==> config.mk <==
export PLATFORM = sky130hd
export DESIGN_NAME = alu_arbiter
export DESIGN_NICKNAME = d
export VERILOG_FILES = /design/src/rtl/alu_arbiter.sv
export SDC_FILE = /design/constraint.sdc
export NUM_CORES = 1
export LEC_CHECK = 0
export BUFFER_PORTS_ARGS = -buffer_cell sky130_fd_sc_hd__buf_4
export CAP_MARGIN = 10
export CORE_ASPECT_RATIO = 0.75
export CORE_UTILIZATION = 40
export DETAILED_ROUTE_END_ITERATION = 12
export PLACE_DENSITY = 0.7
export SLEW_MARGIN = 20
export SYNTH_ARGS = -nofsm -noshare
export SYNTH_HDL_FRONTEND = slang
export SYNTH_SLANG_ARGS = --single-unit
==> constraint.sdc <==
create_clock -name clk -period 2.3 [get_ports clk]
set_clock_uncertainty 0.1 [all_clocks]
set_input_delay 0.46 -clock clk [delete_from_list [all_inputs] [get_ports clk]]
set_output_delay 0.46 -clock clk [all_outputs]
set_load 0.02 [all_outputs]
==> src/rtl/alu_arbiter.sv <==
// alu_arbiter: shares one ALU between NUM_REQ requesters.
// Pending requests are arbitrated round-robin. The winner's op and operands go to the ALU with a
// one-cycle start pulse. The result, or a forced abort after TIMEOUT wait cycles, is returned to
// the winner. Only one operation is in flight at a time, and every output is registered.
// Optional build macro: ALU_ARB_FIXED_PRIO_EN selects fixed priority (lowest index wins), and
// the round-robin pointer is then not built.
module alu_arbiter #(
    parameter int NUM_REQ = 2,
    parameter int DATA_W  = 8,
    parameter int TIMEOUT = 15
) (
    input  logic                       clk,
    input  logic                       rst_n,
    input  logic [NUM_REQ-1:0]         req,
    input  logic [2*NUM_REQ-1:0]       req_op,
    input  logic [DATA_W*NUM_REQ-1:0]  req_a,
    input  logic [DATA_W*NUM_REQ-1:0]  req_b,
    output logic [NUM_REQ-1:0]         gnt,
    output logic [NUM_REQ-1:0]         rsp_valid,
    output logic [DATA_W-1:0]          rsp_data,
    output logic                       timeout_err,
    output logic                       busy,
    output logic                       alu_start,
    output logic [1:0]                 alu_op,
    output logic [DATA_W-1:0]          alu_a,
    output logic [DATA_W-1:0]          alu_b,
    input  logic                       alu_done,
    input  logic [DATA_W-1:0]          alu_result
);

    localparam int IDX_W = $clog2(NUM_REQ);
    localparam int CNT_W = $clog2(TIMEOUT + 1);
    localparam logic [CNT_W-1:0]   CNT_LAST = CNT_W'(TIMEOUT - 1);
    localparam logic [NUM_REQ-1:0] ONE_HOT0 = NUM_REQ'(1);

    typedef enum logic [1:0] {ST_IDLE, ST_ISSUE, ST_WAIT, ST_RESP} state_t;

    state_t              state_reg, state_next;
    logic [IDX_W-1:0]    win_reg, win_next;
    logic [CNT_W-1:0]    cnt_reg, cnt_next;
    logic [NUM_REQ-1:0]  gnt_reg, gnt_next;
    logic [NUM_REQ-1:0]  rsp_valid_reg, rsp_valid_next;
    logic [DATA_W-1:0]   rsp_data_reg, rsp_data_next;
    logic                timeout_err_reg, timeout_err_next;
    logic                busy_reg, busy_next;
    logic                alu_start_reg, alu_start_next;
    logic [1:0]          alu_op_reg, alu_op_next;
    logic [DATA_W-1:0]   alu_a_reg, alu_a_next;
    logic [DATA_W-1:0]   alu_b_reg, alu_b_next;
    logic                win_found;
    logic [IDX_W-1:0]    win_idx;
`ifndef ALU_ARB_FIXED_PRIO_EN
    logic [IDX_W-1:0]    rr_ptr_reg, rr_ptr_next;
    logic [IDX_W:0]      cand;
`endif

    // Winner select: scan downward so that the candidate closest to the search start wins last
    always_comb begin
        win_found = 1'b0;
        win_idx   = '0;
`ifdef ALU_ARB_FIXED_PRIO_EN
        for (int k = NUM_REQ - 1; k >= 0; k--) begin
            if (req[k]) begin
                win_found = 1'b1;
                win_idx   = IDX_W'(k);
            end
        end
`else
        cand = '0;
        for (int k = NUM_REQ - 1; k >= 0; k--) begin
            cand = {1'b0, rr_ptr_reg} + (IDX_W+1)'(k);
            if (cand >= (IDX_W+1)'(NUM_REQ)) begin
                cand = cand - (IDX_W+1)'(NUM_REQ);
            end
            if (req[cand[IDX_W-1:0]]) begin
                win_found = 1'b1;
                win_idx   = cand[IDX_W-1:0];
            end
        end
`endif
    end

    // Next-state and next-output logic; registered outputs default to idle values each cycle
    always_comb begin
        state_next       = state_reg;
        win_next         = win_reg;
        cnt_next         = cnt_reg;
        gnt_next         = '0;
        rsp_valid_next   = '0;
        rsp_data_next    = '0;
        timeout_err_next = 1'b0;
        alu_start_next   = 1'b0;
        alu_op_next      = alu_op_reg;
        alu_a_next       = alu_a_reg;
        alu_b_next       = alu_b_reg;
`ifndef ALU_ARB_FIXED_PRIO_EN
        rr_ptr_next      = rr_ptr_reg;
`endif
        case (state_reg)
            ST_IDLE: begin
                if (win_found) begin
                    state_next     = ST_ISSUE;
                    win_next       = win_idx;
                    gnt_next       = ONE_HOT0 << win_idx;
                    alu_start_next = 1'b1;
                    alu_op_next    = req_op[2*int'(win_idx) +: 2];
                    alu_a_next     = req_a[DATA_W*int'(win_idx) +: DATA_W];
                    alu_b_next     = req_b[DATA_W*int'(win_idx) +: DATA_W];
                end
            end
            ST_ISSUE: begin
                if (alu_done) begin
                    state_next     = ST_RESP;
                    rsp_valid_next = ONE_HOT0 << win_reg;
                    rsp_data_next  = alu_result;
                end else begin
                    state_next = ST_WAIT;
                end
            end
            ST_WAIT: begin
                // A completion on the last allowed cycle still counts as a normal response
                if (alu_done) begin
                    state_next     = ST_RESP;
                    rsp_valid_next = ONE_HOT0 << win_reg;
                    rsp_data_next  = alu_result;
                end else if (cnt_reg == CNT_LAST) begin
                    state_next       = ST_RESP;
                    rsp_valid_next   = ONE_HOT0 << win_reg;
                    timeout_err_next = 1'b1;
                end else begin
                    cnt_next = cnt_reg + 1'b1;
                end
            end
            default: begin
                state_next = ST_IDLE;
                cnt_next   = '0;
`ifndef ALU_ARB_FIXED_PRIO_EN
                rr_ptr_next = (win_reg == IDX_W'(NUM_REQ - 1)) ? '0 : win_reg + 1'b1;
`endif
            end
        endcase
        busy_next = (state_next != ST_IDLE);
    end

    // FSM state register
    always_ff @(posedge clk or negedge rst_n) begin
        if (!rst_n) begin
            state_reg <= ST_IDLE;
        end else begin
            state_reg <= state_next;
        end
    end

    // Datapath and output registers; reset drops any operation in flight
    always_ff @(posedge clk or negedge rst_n) begin
        if (!rst_n) begin
            win_reg         <= '0;
            cnt_reg         <= '0;
            gnt_reg         <= '0;
            rsp_valid_reg   <= '0;
            rsp_data_reg    <= '0;
            timeout_err_reg <= 1'b0;
            busy_reg        <= 1'b0;
            alu_start_reg   <= 1'b0;
            alu_op_reg      <= '0;
            alu_a_reg       <= '0;
            alu_b_reg       <= '0;
`ifndef ALU_ARB_FIXED_PRIO_EN
            rr_ptr_reg      <= '0;
`endif
        end else begin
            win_reg         <= win_next;
            cnt_reg         <= cnt_next;
            gnt_reg         <= gnt_next;
            rsp_valid_reg   <= rsp_valid_next;
            rsp_data_reg    <= rsp_data_next;
            timeout_err_reg <= timeout_err_next;
            busy_reg        <= busy_next;
            alu_start_reg   <= alu_start_next;
            alu_op_reg      <= alu_op_next;
            alu_a_reg       <= alu_a_next;
            alu_b_reg       <= alu_b_next;
`ifndef ALU_ARB_FIXED_PRIO_EN
            rr_ptr_reg      <= rr_ptr_next;
`endif
        end
    end

    assign gnt         = gnt_reg;
    assign rsp_valid   = rsp_valid_reg;
    assign rsp_data    = rsp_data_reg;
    assign timeout_err = timeout_err_reg;
    assign busy        = busy_reg;
    assign alu_start   = alu_start_reg;
    assign alu_op      = alu_op_reg;
    assign alu_a       = alu_a_reg;
    assign alu_b       = alu_b_reg;

endmodule

Yosys cells after proc, flatten, opt, wreduce, memory -nomap -nowiden:

Index checks and enable logic that the tools add are counted.

* logic and storage cells: 72
* output and inout port bits: 33
* bits in registers: 41

* order comparisons: 4
* bitwise gates (word level): 1
* reductions and logical operators: 7
* multiplexer cells: 32
* add/sub/neg operators: 5
* shift operators: 5
* equal/unequal tests: 5

Operators by type and width (count)
* 16-bit by 5-bit variable part select with 8-bit output: 2
* 1-bit two-way mux: 17
* 2-bit two-way mux: 8
* 8-bit two-way mux: 2
* 4-bit two-way mux: 2
* 4-bit one-hot mux with 2 select lines: 1
* 2-bit one-hot mux with 3 select lines: 1
* 4-bit by 1-bit adder with 4-bit output, second input constant: 1
* 4-bit equality test, second input constant: 1
* 1-bit by 2-bit < comparator with 1-bit output, second input constant: 2
* 2-bit != test, second input constant: 2
* 2-bit one-hot mux with 2 select lines: 1
* 2-bit OR reduction: 2
* 4-bit by 3-bit variable part select with 2-bit output: 1
* 1-bit by 1-bit left shift with 2-bit output, first input constant: 2
* 3-bit AND reduction: 1
* 3-bit OR reduction: 1
* 1-bit by 1-bit adder with 2-bit output, second input constant: 1
* 2-bit by 1-bit equality test with 1-bit output, second input constant: 1
* 2-bit equality test, second input constant: 1
* 1-bit by 2-bit >= comparator with 1-bit output, second input constant: 1
* 2-bit >= comparator, second input constant: 1
* 2-bit logical NOT: 1
* 2-bit AND reduction: 1
* 4 further kinds: 5

Longest topological paths before layout:

Gate-level depths: netlist of run 1.

* depth in word-level cells: 10
* gate-level depth with buffers: 7
* depth with buffers taken out: 6

Worst setup path after synthesis of run 1:

No wires, ideal clock.

* path kind: flip-flop to flip-flop
* start: reg state_reg[0]
* end: reg alu_a_reg[1] (netlist: alu_a[1])
* slack: 0.686 ns
* required time: 2.074 ns
* path buffers: 2
* cell stages (with the launch flop): 7
* arrival time: 1.388 ns
* library setup time: 0.126 ns
* cells stage by stage: dfrtp_1 inv_1 ha_1 and3_1 buf_6 buf_6 a221o_1

* longest elaborated chain between the ends: 2

RTL lines
* from (decl): line 38 `state_t state_reg, state_next;`
* from (signal assigned): line 150 `state_reg <= state_next;`
* 2-bit logical NOT: line 99 `case (state_reg)`
* 2-bit AND reduction (no line)
* to (signal assigned): line 181 `alu_a_reg <= alu_a_next;`
* to (decl): line 48 `logic [DATA_W-1:0] alu_a_reg, alu_a_next;`

No other way between the ends.
A chain may end at the register's enable or synchronous reset.

Worst setup path in the final report of run 1:

* start: reg state_reg[0]
* end: reg alu_a_reg[3] (netlist: alu_a[3])

Same word-level chain as after synthesis.

==> results.txt, run 1 <==
The flow ran to the end, and the final reports show no timing, DRC or antenna violations. The library cell used most frequently in the layout, excluding fill and tap cells, is sky130_fd_sc_hd__buf_4. The tools report the number of global-route vias before repair as 1411. The net switching share of the total power works out to 0.375. The area share of the largest cell type after synthesis was 0.575; the total CTS buffers was 5. The initial core utilization was 0.430; the final number of hold-violating endpoints was 0.

For the worst setup path, the data required time is 2.37 ns. At the end of routability-driven placement, the weighted congestion stood at 0.827. The area of combinational cells with multiple inputs was 676 um2; the unique cell type count in the Yosys netlist was 33. In the layout the commonest cells are sky130_fd_sc_hd__buf_4 (82), sky130_fd_sc_hd__dfrtp_1 (41), sky130_fd_sc_hd__and2_1 (13), sky130_fd_sc_hd__a221o_1 (13).

The logs give 116 for the first-iteration detailed-routing DRC count and 41 for the number of clock sinks seen by CTS. The die covers 4730 um2. The number of placement rows is 20, and the total of endpoints with negative setup slack in the final report is 0.

The relative contribution of combinational cells to total power came out at 0.465. The areal power density over the cells is 1300 nW/um2. The critical path launch point type is a flop. The proportion of register bits with asynchronous set or reset after synthesis works out to 1.00. The worst register-to-register path begins at state_reg[0]$_DFF_PN0_.

The count of synthesis-stage warnings from yosys is 0. The most used flip-flop cell after synthesis is sky130_fd_sc_hd__dfrtp_1. STA puts the critical path data arrival time at 1.89 ns. The sequential fraction of the synthesis area was 0.575; the chip width was 79.1 um. The number of cells on the worst reg-to-reg path is 6. Counting the fill cells in the layout gives 370. The vertical die dimension works out to 59.8 um. The routed design could run at a clock period as short as 1.82 ns. In this run the worst path has a maximum fanout of 17.

The logs give 0 for the number of antenna violations at the first check in global routing and 154 for the cell count after synthesis. The transition time at the pin with the least slew margin works out to 0.550 ns. The first detailed-routing pass took 4 iterations. Derived from the worst setup path, the maximum achievable clock frequency is 549 MHz.

The overall track demand over capacity in global routing is 0.188, and the first-pass GRT wire length is 6560 um. In the final routed layout, each cell accounts on average for 14.2 um. The run gives 289 as the final net count. The tools report the capturing point of the worst reg2reg path as alu_a[3]$_DFFE_PN0P_. Yosys attributes the largest share of cell area to sky130_fd_sc_hd__dfrtp_1 (58%), sky130_fd_sc_hd__a221o_1 (7.3%), sky130_fd_sc_hd__and2_1 (4.6%). VDD sags by at most 0.702 mV. The synthesized netlist occupies a cell area of 1780 um2. The tools report the cell chosen for the clock root as sky130_fd_sc_hd__clkbuf_8.

TritonCTS built the clock tree. Wires add up to 4130 um. The repair_antennas step left the layout with diodes totalling 0. The floorplan step defined a core boundary enclosing 4150 um2.

After legalization and detailed placement, the total HPWL measured 2970 um. The via count came out at 1505. Adding up every negative setup slack in the final design gives 0 ns.

The H-tree was split into 2 levels. The largest net degree at the start of global routing was 42; the total nets after synthesis was 209. For the number of slew-limit violations in the final report, the log shows 0. The per-cell via count in the routed design works out to 5.19.

The slack of the worst reg-to-reg path is 0.48 ns, and the clock network fraction of total power is 0.184. After clock tree synthesis, the clock-pin slew on the worst setup and hold paths is 0.08 ns. Internal power comes to 2050 uW. Counting flops with a built-in enable in the synthesized netlist gives 0. The maximum count of clock buffers along a single path is 2.

The critical path in this run is classified as flop to flop. Summing all flip-flop and latch instances after layout gives 1030 um2. Setup repair after global routing left no endpoint under its margin. Total power for the finished layout comes to 3280 uW.

The buffer count from post-CTS setup fixing is 0. The cell type contributing the most total cell area after synthesis is sky130_fd_sc_hd__dfrtp_1. The area added between synthesis and finish was 41.7%. The tool flagged a number of max-cap violations equal to 0. The final period utilization came out at 0.792.

The share of layout cells above drive strength 1 works out to 0.396. The net switching component of the power is 1230 uW. The number of input and output port buffers inserted was 81. For the number of remaining DRC errors, the log shows 0. Sequential group share of total power: 0.352. The post-synthesis area per instance was 11.6 um2. The logs give 0.633 for the max-slew headroom at the worst pin and 0 for the total of hold buffers inserted after clock tree synthesis. The path class of the tightest hold or removal check is input port to async pin. The count of state elements after synthesis is 41, and the insertion delay of the later-clocked pin in the worst-skew pair is 0.30 ns. The total overflow left after global routing is 0.

In this run the remaining antenna-violating nets after routing total 0. The kind of capture point of the worst setup path is a flop. The number of gates resized after cts is 0, and the static leakage power is 0.00128 uW. Pin placement for this block handled 82 I/O pins.
cell families (layout without fill, tap and decap cells):
logic type | count (synthesis) | count (layout) | synth area share
adder cells (fa/ha/maj) | 6 | 6 | 0.0421
AND/OR/NAND/NOR | 49 | 49 | 0.156
AO/OA/AOI/OAI | 42 | 42 | 0.180
flip-flops | 41 | 41 | 0.575
buffers and inverters | 16 | 97 | 0.0463
per-layer routing:
| layer | GRT usage | share of wire |
|---|---|---|
| met1 | 0.242 | 0.45 |
| met2 | 0.286 | 0.43 |
| met3 | 0.0672 | 0.10 |
| met4 | 0.0883 | 0.015 |
| met5 | 0 | 0 |
worst max-delay path by stage:
stage | start | to | slack, ns | depth (start not counted)
5_1_grt | state_reg[0]$_DFF_PN0_ | alu_a[0]$_DFFE_PN0P_ | 0.38 | 6
6_report | state_reg[0]$_DFF_PN0_ | alu_a[3]$_DFFE_PN0P_ | 0.48 | 6
2_1_floorplan | state_reg[0]$_DFF_PN0_ | alu_a[1]$_DFFE_PN0P_ | 0.69 | 6
3_3_place_gp | req[1] | alu_b[6]$_DFFE_PN0P_ | 0.54 | 5
3_5_place_dp | req[1] | alu_a[3]$_DFFE_PN0P_ | 0.46 | 5
4_1_cts | state_reg[0]$_DFF_PN0_ | alu_a[3]$_DFFE_PN0P_ | 0.48 | 6
power by group through the flow:
stage	sequential (uW)	clock (uW)	combinational, uW
final	1150	602	1520
after detailed placement	1160	0	1540
after floorplan	1420	0	690
after CTS	1150	613	1540
after global placement	1160	0	1520
after global routing	1180	651	1660
final cells by class:
cell class                 count  area share
clock inverter                 1      0.0119
inverter                       7      0.0104
tap                           55      0.0272
sequential                    41       0.406
clock buffer                   7      0.0341
multi-input combinational     97       0.267
timing repair buffer          82       0.243
Yosys cell counts (2+ instances only):
library cell / number
sky130_fd_sc_hd__dfrtp_1: 41
sky130_fd_sc_hd__a221o_1: 13
sky130_fd_sc_hd__and2_1: 13
sky130_fd_sc_hd__and3_1: 9
sky130_fd_sc_hd__o21ai_0: 9
sky130_fd_sc_hd__a31oi_1: 7
sky130_fd_sc_hd__inv_1: 7
sky130_fd_sc_hd__nor2_1: 7
sky130_fd_sc_hd__ha_1: 6
sky130_fd_sc_hd__nand3_1: 6
sky130_fd_sc_hd__a21oi_1: 4
sky130_fd_sc_hd__nand2_1: 4
sky130_fd_sc_hd__buf_2: 3
sky130_fd_sc_hd__clkbuf_1: 3
sky130_fd_sc_hd__buf_6: 2
sky130_fd_sc_hd__nor3_1: 2
sky130_fd_sc_hd__nor4b_1: 2
critical path, cell delays in order, from the launching register on:
cell                      delay (ns)
sky130_fd_sc_hd__dfrtp_1        0.40
sky130_fd_sc_hd__inv_1          0.08
sky130_fd_sc_hd__ha_1           0.29
sky130_fd_sc_hd__o21ai_4        0.20
sky130_fd_sc_hd__a21oi_1        0.08
sky130_fd_sc_hd__buf_4          0.20
sky130_fd_sc_hd__a221o_1        0.36
metrics by stage:
stage               hold WS, ns  utilization  worst slack, ns  instances  area, um2
floorplan                0.0644            -            0.686        154       1780
global placement          0.367        0.581            0.544        282       2410
detailed placement        0.365        0.581            0.460        282       2410
CTS                      0.0427        0.609            0.479        290       2530
global route             0.0558        0.609            0.384        290       2530
finish                   0.0249        0.609            0.478        290       2530
Note: power is estimated with default switching activity, not from simulation.
==> inputs of run 2 (changes only) <==
Settings changed: PLACE_DENSITY 0.7 to 0.73.
Clock period 2.3 ns to 1.5 ns, I/O delays scaled along.
==> results.txt, run 2 (synthesis results as in run 1) <==
For the max-capacitance violation count, the log shows 0 (unchanged). The via count is 1594 (+5.9%). The number of clock sinks seen by CTS was 41 (unchanged). The final number of hold-violating endpoints is 0 (unchanged).

The critical path ends at busy$_DFF_PN0_. The run gives 0 (unchanged) as the remaining number of nets flagged by the antenna check after routing. The min-delay analysis places its worst path in the category input port to flop.

The run gives 0.430 (unchanged) as the initial core utilization. The endpoint arrival time on the critical path was 1.61 ns (-0.28 ns); the detailed-router iteration count before antenna repair was 4 (unchanged). The final period utilization was 1.02 (+0.226); the final non-filler cell total was 310 (+6.9%). The logs give 295 (+4.6%) for the cell count after placement and 0.138 (-0.046) for the clock network fraction of total power. The sequential group share of total power was 0.311 (-0.041). The library cells used most frequently in the layout, excluding fill and tap cells, are sky130_fd_sc_hd__buf_4 (94), sky130_fd_sc_hd__dfrtp_1 (41), sky130_fd_sc_hd__a221o_1 (13). The run gives 0.29 ns (about the same) as the insertion delay of the later-clocked pin in the worst-skew pair. Relative contribution of combinational cells to total power: 0.551 (+0.086). The tools report the detailed-placement wirelength estimate as 3120 um (+5.0%).

The maximum fanout count along the critical path is 5 (-12), and the die outline area is 4730 um2 (unchanged). Per-cell via count in the routed design: 5.14 (-0.92%). The total power draw was 5700 uW (+74%); the number of slew-limit violations in the final report was 0 (unchanged).

Highest achievable clock rate: 655 MHz (+19%). The checks that failed: negative setup slack. Traced cell by cell, the critical path runs through buf_4, ha_4, o21ai_2, a41oi_2, or2_2. TritonCTS built the clock tree. The final net count was 309 (+6.9%).

Startpoint of the worst setup timing path: state_reg[0]$_DFF_PN0_. The logs give 42 (unchanged) for the largest net degree at the start of global routing and 5 (unchanged) for the total CTS buffers. The critical path launch point type is a flop. The tools report the number of remaining DRC errors as 0 (unchanged). The clock-pin slew reported for the worst setup and hold paths after clock tree synthesis is 0.08 ns (about the same). The run finished, with violations left. The tree is rooted in a sky130_fd_sc_hd__clkbuf_8. Number of H-tree levels: 2 (unchanged).

The share of layout cells above drive strength 1 was 0.541 (+0.145); the number of input and output port buffers inserted was 81 (unchanged). For the maximum count of clock buffers along a single path, the log shows 2 (unchanged). The longest individual stage delay on the worst path is 0.40 ns (about the same). The layout filler cell count is 338 (-8.6%). The most frequent standard cell in the layout excluding fill and tap cells is sky130_fd_sc_hd__buf_4. The number of placement rows came out at 20 (unchanged). The tools report the area taken by flip-flops and latches as 1030 um2 (unchanged). The required time at the endpoint of the critical path is 1.58 ns (-0.79 ns), and the total congestion overflow after global routing is 0 (unchanged).

The final instance area was 2830 um2 (+12%); the net switching share of the total power was 0.372 (-0.00302). The critical path start-end classification is flop to flop. The routed wirelength normalized by instance count is 14.7 um (+3.7%). The number of antenna repair diodes is 0 (unchanged), and the post-detailed-routing wire length is 4570 um (+11%). The static leakage power was 0.00140 uW (+9.3%); the max-slew headroom at the worst pin was 0.665 (+0.0320). The worst register-to-register path begins at state_reg[0]$_DFF_PN0_. The capturing point of the worst reg2reg path is busy$_DFF_PN0_. The number of global-route vias before repair came out at 1584 (+12%). Chip width: 79.1 um (unchanged).

The final critical-path setup slack was -0.0263 ns (-0.505 ns). The overall track demand over capacity in global routing is 0.210 (+0.0218). The areal power density over the cells works out to 2010 nW/um2 (+55%). The transition time at the pin with the least slew margin was 0.502 ns (-0.0481 ns); the boundary pin count was 82 (unchanged). Along the worst hold path, the cell count comes to 2.

The vertical die dimension was 59.8 um (unchanged); the weighted congestion reported at the end of routability-driven placement was 0.849 (+2.6%). The area of the core is 4150 um2 (unchanged), and the final critical delay including setup and external delays is 1.53 ns (-0.295 ns). The instance area after placement was 2550 um2 (+5.7%). The number of antenna violations at the first check in global routing was 0 (unchanged); the slack of the worst reg-to-reg path was -0.03 ns (-0.50 ns). Setup repair after global routing could not meet its margin everywhere.

Net switching component of the power: 2120 uW (+72%). Internal cell power: 3580 uW (+75%). The peak supply drop is 0.979 mV (+39%). Among all stages on the critical path, the largest delay is contributed by sky130_fd_sc_hd__dfrtp_1. Kind of capture point of the worst setup path: a flop.

The total of endpoints with negative setup slack in the final report came out at 9 (+9). For the first-iteration detailed-routing DRC count, the log shows 65 (-44%). The first-pass GRT wire length is 7380 um (+12%), and the length in cells of the worst reg-to-reg path is 5 (-1). The area of combinational cells with multiple inputs is 795 um2 (+18%), and the area added between synthesis and finish is 58.8%.
[run 2: changes by cell type in the layout (fill, tap and decap cells not counted), moves of 4 or more]
cell,previous run,this run
sky130_fd_sc_hd__buf_4,82,94
sky130_fd_sc_hd__and2_1,13,6
sky130_fd_sc_hd__and2_4,0,7
sky130_fd_sc_hd__buf_6,0,4
sky130_fd_sc_hd__ha_1,6,2
sky130_fd_sc_hd__inv_1,7,3
[run 2: power groups by stage]
stage | combinational, uW | clock [uW] | sequential [uW]
final | 3140 | 786 | 1770
after global routing | 3390 | 853 | 1820
after CTS | 2980 | 803 | 1760
after detailed placement | 2700 | 0 | 1760
after global placement | 2660 | 0 | 1770
after floorplan | 1160 | 0 | 2180
[run 2: how the worst min path moves through the flow]
stage               startpoint               endpoint  slack, ns
floorplan                rst_n   alu_a[0]$_DFFE_PN0P_       -0.1
global placement         rst_n  rsp_data[3]$_DFF_PN0_       0.20
detailed placement       rst_n  rsp_data[0]$_DFF_PN0_       0.21
CTS                   req_b[5]   alu_b[5]$_DFFE_PN0P_       0.12
global route         req_b[13]   alu_b[5]$_DFFE_PN0P_       0.13
finish                req_b[5]   alu_b[5]$_DFFE_PN0P_       0.13
[run 2: metrics by stage]
stage | worst slack, ns | util | hold slack, ns | setup TNS [ns]
floorplan | -0.00698 | - | -0.0956 | -0.0558
global placement | -0.0266 | 0.614 | 0.201 | -0.165
detailed placement | -0.0730 | 0.614 | 0.209 | -0.726
CTS | -0.0155 | 0.669 | 0.122 | -0.0506
global route | -0.119 | 0.682 | 0.130 | -1.47
finish | -0.0263 | 0.682 | 0.128 | -0.133
[run 2: worst max-delay path, delay by kind of cell, from the launching register on]
kind / cells / cell delay [ns]
buffers and inverters: 1 / 0.16
adders and majority gates: 1 / 0.18
DFF: 1 / 0.40
AOI/OAI and AO/OA: 2 / 0.29
and+or+nand+nor: 1 / 0.28
[run 2: layout make-up]
class | count | area share
flip-flops and latches | 41 | 0.362
repair buffers | 101 | 0.284
multi-input cells | 97 | 0.280
clock buffers | 7 | 0.0340
well taps | 55 | 0.0243
inverters | 7 | 0.0106
repair inverters | 1 | 0.00265
clock inverters | 1 | 0.00177
[run 2: repair_timing]
item                                    4_1_cts  5_1_grt
resized for setup                            15       18
buffers inserted                              4        0
pin swaps                                     9        5
hold buffers                                  1        0
endpoints found under the setup margin       21       25
cloned                                        2        0
hold endpoints to repair                     41        0
[run 2: metal layers]
metal  routed length [um]  vias to the layer above  global-route usage
li1                     -                      764                   -
met1                 2030                      756               0.270
met2                 2140                       69               0.334
met3                  380                        5              0.0824
met5                    0                        -                   0
met4                   25                        0              0.0519
